### config.mk
export PLATFORM = sky130hd
export DESIGN_NAME = mem_bus_arbiter_flat
export DESIGN_NICKNAME = d
export VERILOG_FILES = /design/src/rtl/mem_bus_pkg.sv /design/src/rtl/mem_bus_arbiter_if.sv /design/src/rtl/mem_bus_watchdog.sv /design/src/rtl/mem_bus_arbiter.sv /design/src/flat_wrapper.sv
export SDC_FILE = /design/constraint.sdc
export NUM_CORES = 1
export LEC_CHECK = 0
export ABC_AREA = 1
export BUFFER_PORTS_ARGS = -buffer_cell sky130_fd_sc_hd__buf_2
export CAP_MARGIN = 25
export CORE_MARGIN = 2
export CORE_UTILIZATION = 38
export CTS_BUF_LIST = sky130_fd_sc_hd__clkbuf_16
export DETAILED_ROUTE_END_ITERATION = 6
export PLACE_DENSITY = 0.69
export SYNTH_ARGS = -nofsm -noshare
export SYNTH_HDL_FRONTEND = slang
export SYNTH_HIERARCHICAL = 1
export SYNTH_SLANG_ARGS = --single-unit
### constraint.sdc
create_clock -name clk -period 1.6 [get_ports clk]
set_input_delay 0.24 -clock clk [delete_from_list [all_inputs] [get_ports clk]]
set_output_delay 0.24 -clock clk [all_outputs]
set_load 0.02 [all_outputs]
### src/rtl/mem_bus_pkg.sv
// mem_bus_pkg: shared state and bus size encodings for the memory bus arbiter
package mem_bus_pkg;
  typedef enum logic [1:0] {IDLE = 2'd0, DBUSY = 2'd1, IBUSY = 2'd2} state_t;
  localparam logic [1:0] SZ_WORD = 2'b00;
  localparam logic [1:0] SZ_HALF = 2'b01;
  localparam logic [1:0] SZ_BYTE = 2'b10;
endpackage

### src/rtl/mem_bus_arbiter_if.sv
// mem_bus_arbiter_if: external memory port (MREQ/WRITE/SIZE/ACK_n style)
interface mem_bus_arbiter_if #(parameter int BIT_WIDTH = 32);
  logic                 m_req;
  logic                 m_write;
  logic [1:0]           m_size;
  logic [BIT_WIDTH-1:0] m_addr;
  logic [BIT_WIDTH-1:0] m_wdata;
  logic                 m_wdata_oe;
  logic [BIT_WIDTH-1:0] m_rdata;
  logic                 m_ack_n;
  modport master (output m_req, m_write, m_size, m_addr, m_wdata, m_wdata_oe, input m_rdata, m_ack_n);
  modport slave (input m_req, m_write, m_size, m_addr, m_wdata, m_wdata_oe, output m_rdata, m_ack_n);
endinterface

### src/rtl/mem_bus_watchdog.sv
// mem_bus_watchdog: busy-cycle counter flagging the last allowed cycle of a transaction
module mem_bus_watchdog #(
  parameter int TIMEOUT = 16
) (
  input  logic clk,
  input  logic rst,
  input  logic clr,
  input  logic en,
  output logic expire
);
  localparam int W = $clog2(TIMEOUT);
  logic [W-1:0] tmo_cnt;
  always_ff @(posedge clk or negedge rst)
    if (!rst) tmo_cnt <= '0;
    else if (clr) tmo_cnt <= '0;
    else if (en) tmo_cnt <= tmo_cnt + W'(1);
  assign expire = en && tmo_cnt == W'(TIMEOUT - 1);
endmodule

### src/rtl/mem_bus_arbiter.sv
// mem_bus_arbiter: shares one memory port between fetch and data requesters
module mem_bus_arbiter
  import mem_bus_pkg::*;
#(
  parameter int BIT_WIDTH  = 32,
  parameter int TIMEOUT    = 16,
  parameter int STARVE_MAX = 4
) (
  input  logic                 clk,
  input  logic                 rst,
  input  logic                 i_req,
  input  logic [BIT_WIDTH-1:0] i_addr,
  output logic [BIT_WIDTH-1:0] i_rdata,
  output logic                 i_ack_n,
  input  logic                 d_req,
  input  logic                 d_write,
  input  logic [1:0]           d_size,
  input  logic [BIT_WIDTH-1:0] d_addr,
  input  logic [BIT_WIDTH-1:0] d_wdata,
  output logic [BIT_WIDTH-1:0] d_rdata,
  output logic                 d_ack_n,
  mem_bus_arbiter_if.master    m,
  output logic                 bus_err
);
  localparam int SW = $clog2(STARVE_MAX + 1);
  state_t               state;
  logic [SW-1:0]        starve_cnt;
  logic                 busy, expire, done, grant_i, grant_d;
  logic [BIT_WIDTH-1:0] rvalue;
  assign busy    = state != IDLE;
  assign done    = busy && (!m.m_ack_n || expire);
  assign grant_i = i_req && (!d_req || starve_cnt == SW'(STARVE_MAX));
  assign grant_d = d_req && !grant_i;
  // stores and timeouts return zero rather than whatever floats on the bus
  assign rvalue  = (!m.m_ack_n && !m.m_write) ? m.m_rdata : '0;
  mem_bus_watchdog #(.TIMEOUT(TIMEOUT)) u_watchdog (
    .clk    (clk),
    .rst    (rst),
    .clr    (!busy || done),
    .en     (busy),
    .expire (expire)
  );
  always_ff @(posedge clk or negedge rst)
    if (!rst) begin
      state        <= IDLE;
      starve_cnt   <= '0;
      m.m_req      <= 1'b0;
      m.m_write    <= 1'b0;
      m.m_size     <= SZ_WORD;
      m.m_addr     <= '0;
      m.m_wdata    <= '0;
      m.m_wdata_oe <= 1'b0;
      i_rdata      <= '0;
      d_rdata      <= '0;
      i_ack_n      <= 1'b1;
      d_ack_n      <= 1'b1;
      bus_err      <= 1'b0;
    end else begin
      i_ack_n <= 1'b1;
      d_ack_n <= 1'b1;
      bus_err <= 1'b0;
      if (!busy) begin
        if (grant_i) begin
          state        <= IBUSY;
          starve_cnt   <= '0;
          m.m_req      <= 1'b1;
          m.m_write    <= 1'b0;
          m.m_size     <= SZ_WORD;
          m.m_addr     <= i_addr;
          m.m_wdata    <= '0;
          m.m_wdata_oe <= 1'b0;
        end else if (grant_d) begin
          state        <= DBUSY;
          starve_cnt   <= !i_req ? '0 : starve_cnt == SW'(STARVE_MAX) ? starve_cnt : starve_cnt + SW'(1);
          m.m_req      <= 1'b1;
          m.m_write    <= d_write;
          m.m_size     <= d_size;
          m.m_addr     <= d_addr;
          m.m_wdata    <= d_wdata;
          m.m_wdata_oe <= d_write;
        end
      end else if (done) begin
        state        <= IDLE;
        m.m_req      <= 1'b0;
        m.m_wdata_oe <= 1'b0;
        bus_err      <= m.m_ack_n;
        if (state == IBUSY) begin
          i_ack_n <= 1'b0;
          i_rdata <= rvalue;
        end else begin
          d_ack_n <= 1'b0;
          d_rdata <= rvalue;
        end
      end
    end
endmodule
### src/flat_wrapper.sv
// flat-port wrapper written by rule: the top's interface ports become plain ports
module mem_bus_arbiter_flat import mem_bus_pkg::*;
#(
  parameter int BIT_WIDTH  = 32,
  parameter int TIMEOUT    = 16,
  parameter int STARVE_MAX = 4
)
  (clk, rst, i_req, i_addr, i_rdata, i_ack_n, d_req, d_write, d_size, d_addr, d_wdata, d_rdata, d_ack_n, bus_err, m_m_req, m_m_write, m_m_size, m_m_addr, m_m_wdata, m_m_wdata_oe, m_m_rdata, m_m_ack_n);
  mem_bus_arbiter_if #(.BIT_WIDTH(BIT_WIDTH)) m_i ();
  input  logic clk;
  input  logic rst;
  input  logic i_req;
  input  logic [BIT_WIDTH-1:0] i_addr;
  output logic [BIT_WIDTH-1:0] i_rdata;
  output logic i_ack_n;
  input  logic d_req;
  input  logic d_write;
  input  logic [1:0] d_size;
  input  logic [BIT_WIDTH-1:0] d_addr;
  input  logic [BIT_WIDTH-1:0] d_wdata;
  output logic [BIT_WIDTH-1:0] d_rdata;
  output logic d_ack_n;
  output logic bus_err;
  output wire logic [$bits(m_i.m_req)-1:0] m_m_req;
  output wire logic [$bits(m_i.m_write)-1:0] m_m_write;
  output wire logic [$bits(m_i.m_size)-1:0] m_m_size;
  output wire logic [$bits(m_i.m_addr)-1:0] m_m_addr;
  output wire logic [$bits(m_i.m_wdata)-1:0] m_m_wdata;
  output wire logic [$bits(m_i.m_wdata_oe)-1:0] m_m_wdata_oe;
  input wire logic [$bits(m_i.m_rdata)-1:0] m_m_rdata;
  input wire logic [$bits(m_i.m_ack_n)-1:0] m_m_ack_n;
  assign m_m_req = m_i.m_req;
  assign m_m_write = m_i.m_write;
  assign m_m_size = m_i.m_size;
  assign m_m_addr = m_i.m_addr;
  assign m_m_wdata = m_i.m_wdata;
  assign m_m_wdata_oe = m_i.m_wdata_oe;
  assign m_i.m_rdata = m_m_rdata;
  assign m_i.m_ack_n = m_m_ack_n;
  mem_bus_arbiter #(.BIT_WIDTH(BIT_WIDTH), .TIMEOUT(TIMEOUT), .STARVE_MAX(STARVE_MAX)) u_core (.clk(clk), .rst(rst), .i_req(i_req), .i_addr(i_addr), .i_rdata(i_rdata), .i_ack_n(i_ack_n), .d_req(d_req), .d_write(d_write), .d_size(d_size), .d_addr(d_addr), .d_wdata(d_wdata), .d_rdata(d_rdata), .d_ack_n(d_ack_n), .m(m_i), .bus_err(bus_err));
endmodule
==> report_table.html <==
<table>
<tr><th>Metric</th><th>Value</th></tr>
<tr><th colspan="2">Clock network</th></tr>
<tr><td>Clock transition at the register clock pins on the worst setup and hold paths after CTS</td><td>0.06 ns</td></tr>
<tr><td>Clock network latency to the later pin of the worst-skew pair</td><td>0.42 ns</td></tr>
<tr><td>Master cell of the clock root buffer</td><td>clkbuf_16</td></tr>
<tr><td>Max H-tree Level</td><td>4</td></tr>
<tr><td>TritonCTS clock tree</td><td>yes</td></tr>
<tr><td>Clock sink count</td><td>145</td></tr>
<tr><td>Number of buffers created by CTS</td><td>17</td></tr>
<tr><td>Longest Clk Path Bufs</td><td>2</td></tr>
<tr><th colspan="2">Finish</th></tr>
<tr><td>Design Area, Final</td><td>8710 sq um</td></tr>
<tr><td>Antenna diode count</td><td>0</td></tr>
<tr><td>Proportion of layout cells with a drive suffix above 1</td><td>0.345</td></tr>
<tr><td>Area added between synthesis and finish</td><td>39.8%</td></tr>
<tr><td>Layout filler cell count</td><td>1,508</td></tr>
<tr><td>Post-layout utilization of the core</td><td>0.546</td></tr>
<tr><td>Post-route non-filler standard cell count</td><td>1,253</td></tr>
<tr><td>Layout net count</td><td>1,163</td></tr>
<tr><th colspan="2">Synthesis</th></tr>
<tr><td>Number of enable-type register cells in the synthesized netlist</td><td>0</td></tr>
<tr><td>Share of the yosys chip area belonging to registers</td><td>0.583</td></tr>
<tr><td>Synthesized net count</td><td>884</td></tr>
<tr><td>Syn Inst Count</td><td>745</td></tr>
<tr><td>Post-synthesis register bit count</td><td>145</td></tr>
<tr><td>Avg Synthesized Cell Area</td><td>8.36 sq um</td></tr>
<tr><td>Mapped cell area</td><td>6230 sq um</td></tr>
<tr><td>Yosys warnings</td><td>6</td></tr>
<tr><td>Count of cell types in the netlist</td><td>25</td></tr>
<tr><td>Most used flip-flop cell after synthesis</td><td>dfrtp_1</td></tr>
<tr><td>Proportion of register bits with asynchronous set or reset after synthesis</td><td>1.00</td></tr>
<tr><th colspan="2">Floorplan</th></tr>
<tr><td>Placeable core area</td><td>15,900 sq um</td></tr>
<tr><td>Area of the die</td><td>17,400 sq um</td></tr>
<tr><td>Number of rows created at floorplan</td><td>46</td></tr>
<tr><td>Die Ht</td><td>132 um</td></tr>
<tr><td>Total I/O pin count</td><td>272</td></tr>
<tr><td>Starting density of the core</td><td>0.391</td></tr>
<tr><td>Horiz. Die Dim</td><td>132 um</td></tr>
<tr><th colspan="2">GRT</th></tr>
<tr><td>Via count of the first global-routing pass</td><td>5,633</td></tr>
<tr><td>Remaining global-route overflow</td><td>0</td></tr>
<tr><td>Maximum number of pins on one net before global-route repair</td><td>63</td></tr>
<tr><td>First-pass GRT wire length</td><td>29,700 um</td></tr>
<tr><td>Antenna violations before repair</td><td>2</td></tr>
<tr><td>GRT Util Overall</td><td>0.215</td></tr>
<tr><th colspan="2">Routing</th></tr>
<tr><td>Number of violations reported at the end of detailed-routing iteration 0</td><td>359</td></tr>
<tr><td>Wire length per cell after detailed routing</td><td>14.9 um</td></tr>
<tr><td>DRC violations left</td><td>0</td></tr>
<tr><td>Number of vias per cell after detailed routing</td><td>4.80</td></tr>
<tr><td>Aggregate routed wire length</td><td>18,600 um</td></tr>
<tr><td>First-pass iteration count of the detailed router</td><td>4</td></tr>
<tr><td>Routed Antenna Nets</td><td>0</td></tr>
<tr><td>Total vias in the final route</td><td>6,017</td></tr>
<tr><th colspan="2">Timing</th></tr>
<tr><td>Fraction of the cycle the final worst path needs</td><td>0.930</td></tr>
<tr><td>Highest Clock Rate</td><td>672 MHz</td></tr>
<tr><td>Max-slew violation count</td><td>0</td></tr>
<tr><td>Setup repair after global routing missed its margin</td><td>yes</td></tr>
<tr><td>Total of endpoints with negative setup slack in the final report</td><td>0</td></tr>
<tr><td>Worst clock skew</td><td>0.00784 ns</td></tr>
<tr><td>Total Neg Setup Slack</td><td>0 ns</td></tr>
<tr><td>Final WS setup</td><td>0.112 ns</td></tr>
<tr><td>Max transition margin</td><td>0.733</td></tr>
<tr><td>Clock period minus final worst setup slack</td><td>1.49 ns</td></tr>
<tr><td>Number of endpoints with negative hold slack in the final report</td><td>0</td></tr>
<tr><td>Pin slew with the least headroom to its limit</td><td>0.401 ns</td></tr>
<tr><th colspan="2">Setup path</th></tr>
<tr><td>Crit Path Category</td><td>reg -&gt; reg</td></tr>
<tr><td>Crit-path max FO</td><td>12</td></tr>
<tr><td>Setup crit end kind</td><td>register</td></tr>
<tr><td>Slowest cell delay on critical path</td><td>0.36 ns</td></tr>
<tr><td>Slowest-stage cell, CP</td><td>dfrtp_1</td></tr>
<tr><td>CP arrival</td><td>1.79 ns</td></tr>
<tr><td>Required time of the worst setup path</td><td>1.90 ns</td></tr>
<tr><td>CP dominant cell by count</td><td>nand2_1</td></tr>
<tr><td>Startpoint Class</td><td>register</td></tr>
<tr><td>Worst path cell trace</td><td>ha_1 &gt; nand2_1 &gt; nor2_1 &gt; inv_1 &gt; nand2_2 &gt; inv_4 &gt; nor2_4 &gt; inv_4 &gt; buf_12 &gt; nand2_1 &gt; nand2_1</td></tr>
<tr><th colspan="2">Placed design</th></tr>
<tr><td>Total of buffers placed on input and output ports</td><td>271</td></tr>
<tr><td>Instance count after placement with tap cells included</td><td>1,216</td></tr>
<tr><td>Post-Place Setup Slack</td><td>-0.0124 ns</td></tr>
<tr><td>Routability-driven placement congestion ratio</td><td>0.782</td></tr>
<tr><td>Cell Area, Placed</td><td>8050 sq um</td></tr>
<tr><td>DPL Wire Length</td><td>13,200 um</td></tr>
<tr><th colspan="2">Pwr</th></tr>
<tr><td>Power Dens Cells</td><td>1980 nW/um^2</td></tr>
<tr><td>Largest voltage drop on the vdd net</td><td>0.952 mV</td></tr>
<tr><td>Leakage Power</td><td>5.06 nW</td></tr>
<tr><th colspan="2">Hold path</th></tr>
<tr><td>Hold/Removal Path Class</td><td>in -&gt; reg</td></tr>
<tr><th colspan="2">Job</th></tr>
<tr><td>Max-cap violation count</td><td>0</td></tr>
<tr><th colspan="2">Status</th></tr>
<tr><td>Result of the run</td><td>finished, final reports clean</td></tr>
</table>
Yosys cell counts, types with 2 or more instances:
cell      number  area (sq um)
dfrtp_1      143          3580
nor2_1        37           139
nand3_1      102           510
nand2_2        2          12.5
inv_2          4          15.0
nand4_1       33           206
buf_4          2          15.0
buf_1          5          18.8
clkbuf_1      16          60.1
ha_1           3          37.5
dfstp_2        2          52.6
nor2_4         2          22.5
buf_2         22           110
inv_1         42           158
nor2_2         5          31.3
nand2_1      312          1170
o21ai_0        5          25.0
cell families (layout without fill, tap and decap cells):
group / count (synthesis) / after routing / synth area share
buffers and inverters: 92 / 384 / 0.0623
XOR/XNOR: 2 / 2 / 0.00281
AO/OA/AOI/OAI: 9 / 9 / 0.00843
AND/OR/NAND/NOR: 494 / 494 / 0.338
adder cells (fa/ha/maj): 3 / 3 / 0.00603
flip-flops: 145 / 145 / 0.583
critical path: cells and delay by family (launching register included):
kind | cells | cell delay, ns
simple gates | 6 | 0.52
buf+inv | 4 | 0.34
fa+ha+maj | 1 | 0.15
flops | 1 | 0.36
registers in the layout, indices dropped and copies added, names as in the netlist:
signal	flops
u_core/i_ack_n	1
u_core/i_rdata	32
u_core/m.m_wdata	32
u_core/bus_err	1
u_core/m.m_addr	32
u_core/d_rdata	32
u_core/m.m_wdata_oe	1
u_core/m.m_req	1
u_core/u_watchdog/tmo_cnt	4
u_core/m.m_size	2
u_core/d_ack_n	1
u_core/starve_cnt	3
u_core/m.m_write	1
u_core/state	2
worst paths after layout:
kind                                               from                   end  slack (ns)  cells past startpoint
max reg2reg                u_core/u_watchdog/tmo_cnt[0]    u_core/d_rdata[31]        0.11                     11
min                                           d_size[1]    u_core/m.m_size[1]        0.04                      3
min in group asynchronous                           rst     u_core/d_rdata[0]        0.30                      2
max                        u_core/u_watchdog/tmo_cnt[0]    u_core/d_rdata[31]        0.11                     11
max in group asynchronous                           rst  u_core/m.m_wdata[30]        0.70                      3
min reg2reg                          u_core/d_rdata[14]    u_core/d_rdata[14]        0.46                      2
placed cells by master (no fill, tap or decap):
| cell type | Yosys | routed |
|---|---|---|
| buf_12 | 0 | 13 |
| nor2_1 | 37 | 37 |
| ha_1 | 3 | 3 |
| o21ai_1 | 1 | 1 |
| buf_2 | 22 | 270 |
| nand2_2 | 2 | 6 |
| dfstp_2 | 2 | 2 |
| buf_6 | 1 | 3 |
| inv_1 | 42 | 43 |
| inv_6 | 0 | 2 |
| a21oi_1 | 1 | 1 |
| nand2_1 | 312 | 308 |
| nand3_1 | 102 | 102 |
| dfrtp_1 | 143 | 143 |
| a21oi_2 | 1 | 1 |
| clkinv_4 | 0 | 3 |
| clkbuf_16 | 0 | 18 |
| clkinv_2 | 0 | 4 |
| o21ai_0 | 5 | 5 |
| o21ai_4 | 0 | 1 |
| xor2_1 | 1 | 1 |
| buf_4 | 2 | 18 |
| clkinvlp_4 | 0 | 2 |
| inv_2 | 4 | 3 |
| nor2_4 | 2 | 5 |
| nand3_2 | 1 | 1 |
| inv_4 | 0 | 2 |
| bufinv_16 | 0 | 2 |
| xnor2_1 | 1 | 1 |
| nor2_2 | 5 | 2 |
| dlygate4sd3_1 | 0 | 1 |
| nand4_1 | 33 | 33 |
per-layer routing:
layer,global-route usage,vias to the layer above,share of wire
li1,-,2918,-
met1,0.270,2811,0.41
met2,0.360,266,0.49
met3,0.0607,20,0.085
met4,0.0676,2,0.015
met5,0,-,0.00059
where the power goes:
group / leakage, nW / total (W) / internal [W] / switching (W)
sequential: 1.87 / 0.00595 / 0.00516 / 0.000793
combinational: 2.91 / 0.00746 / 0.00251 / 0.00495
clock: 0.286 / 0.00385 / 0.00229 / 0.00156
total: 5.06 / 0.0173 / 0.00996 / 0.00730
metrics by stage:
| stage | power, W | hold slack, ns |
|---|---|---|
| finish | 0.0173 | 0.0436 |
| global route | 0.0183 | 0.0313 |
| CTS | 0.0173 | 0.0210 |
| detailed placement | 0.0134 | 0.179 |
| global placement | 0.0133 | 0.175 |
| floorplan | 0.0104 | -0.0556 |
repair_timing:
item / 4_1_cts / 5_1_grt
hold buffers: 1 / 0
setup buffers: 0 / 2
gates cloned: 0 / 2
hold endpoints to repair: 30 / 0
gates resized for setup: 0 / 9
pin swaps: 1 / 2
endpoints found under the setup margin: 12 / 66
final cells by class:
cell class | instances | area (sq um) | area share
inverter | 46 | 178 | 0.0204
sequential | 145 | 3630 | 0.417
timing repair buffer | 306 | 1820 | 0.208
multi-input combinational | 508 | 2240 | 0.258
clock buffer | 17 | 425 | 0.0488
clock inverter | 15 | 146 | 0.0168
tap | 216 | 270 | 0.0310
No activity file was read; power rests on OpenSTA's default activity.
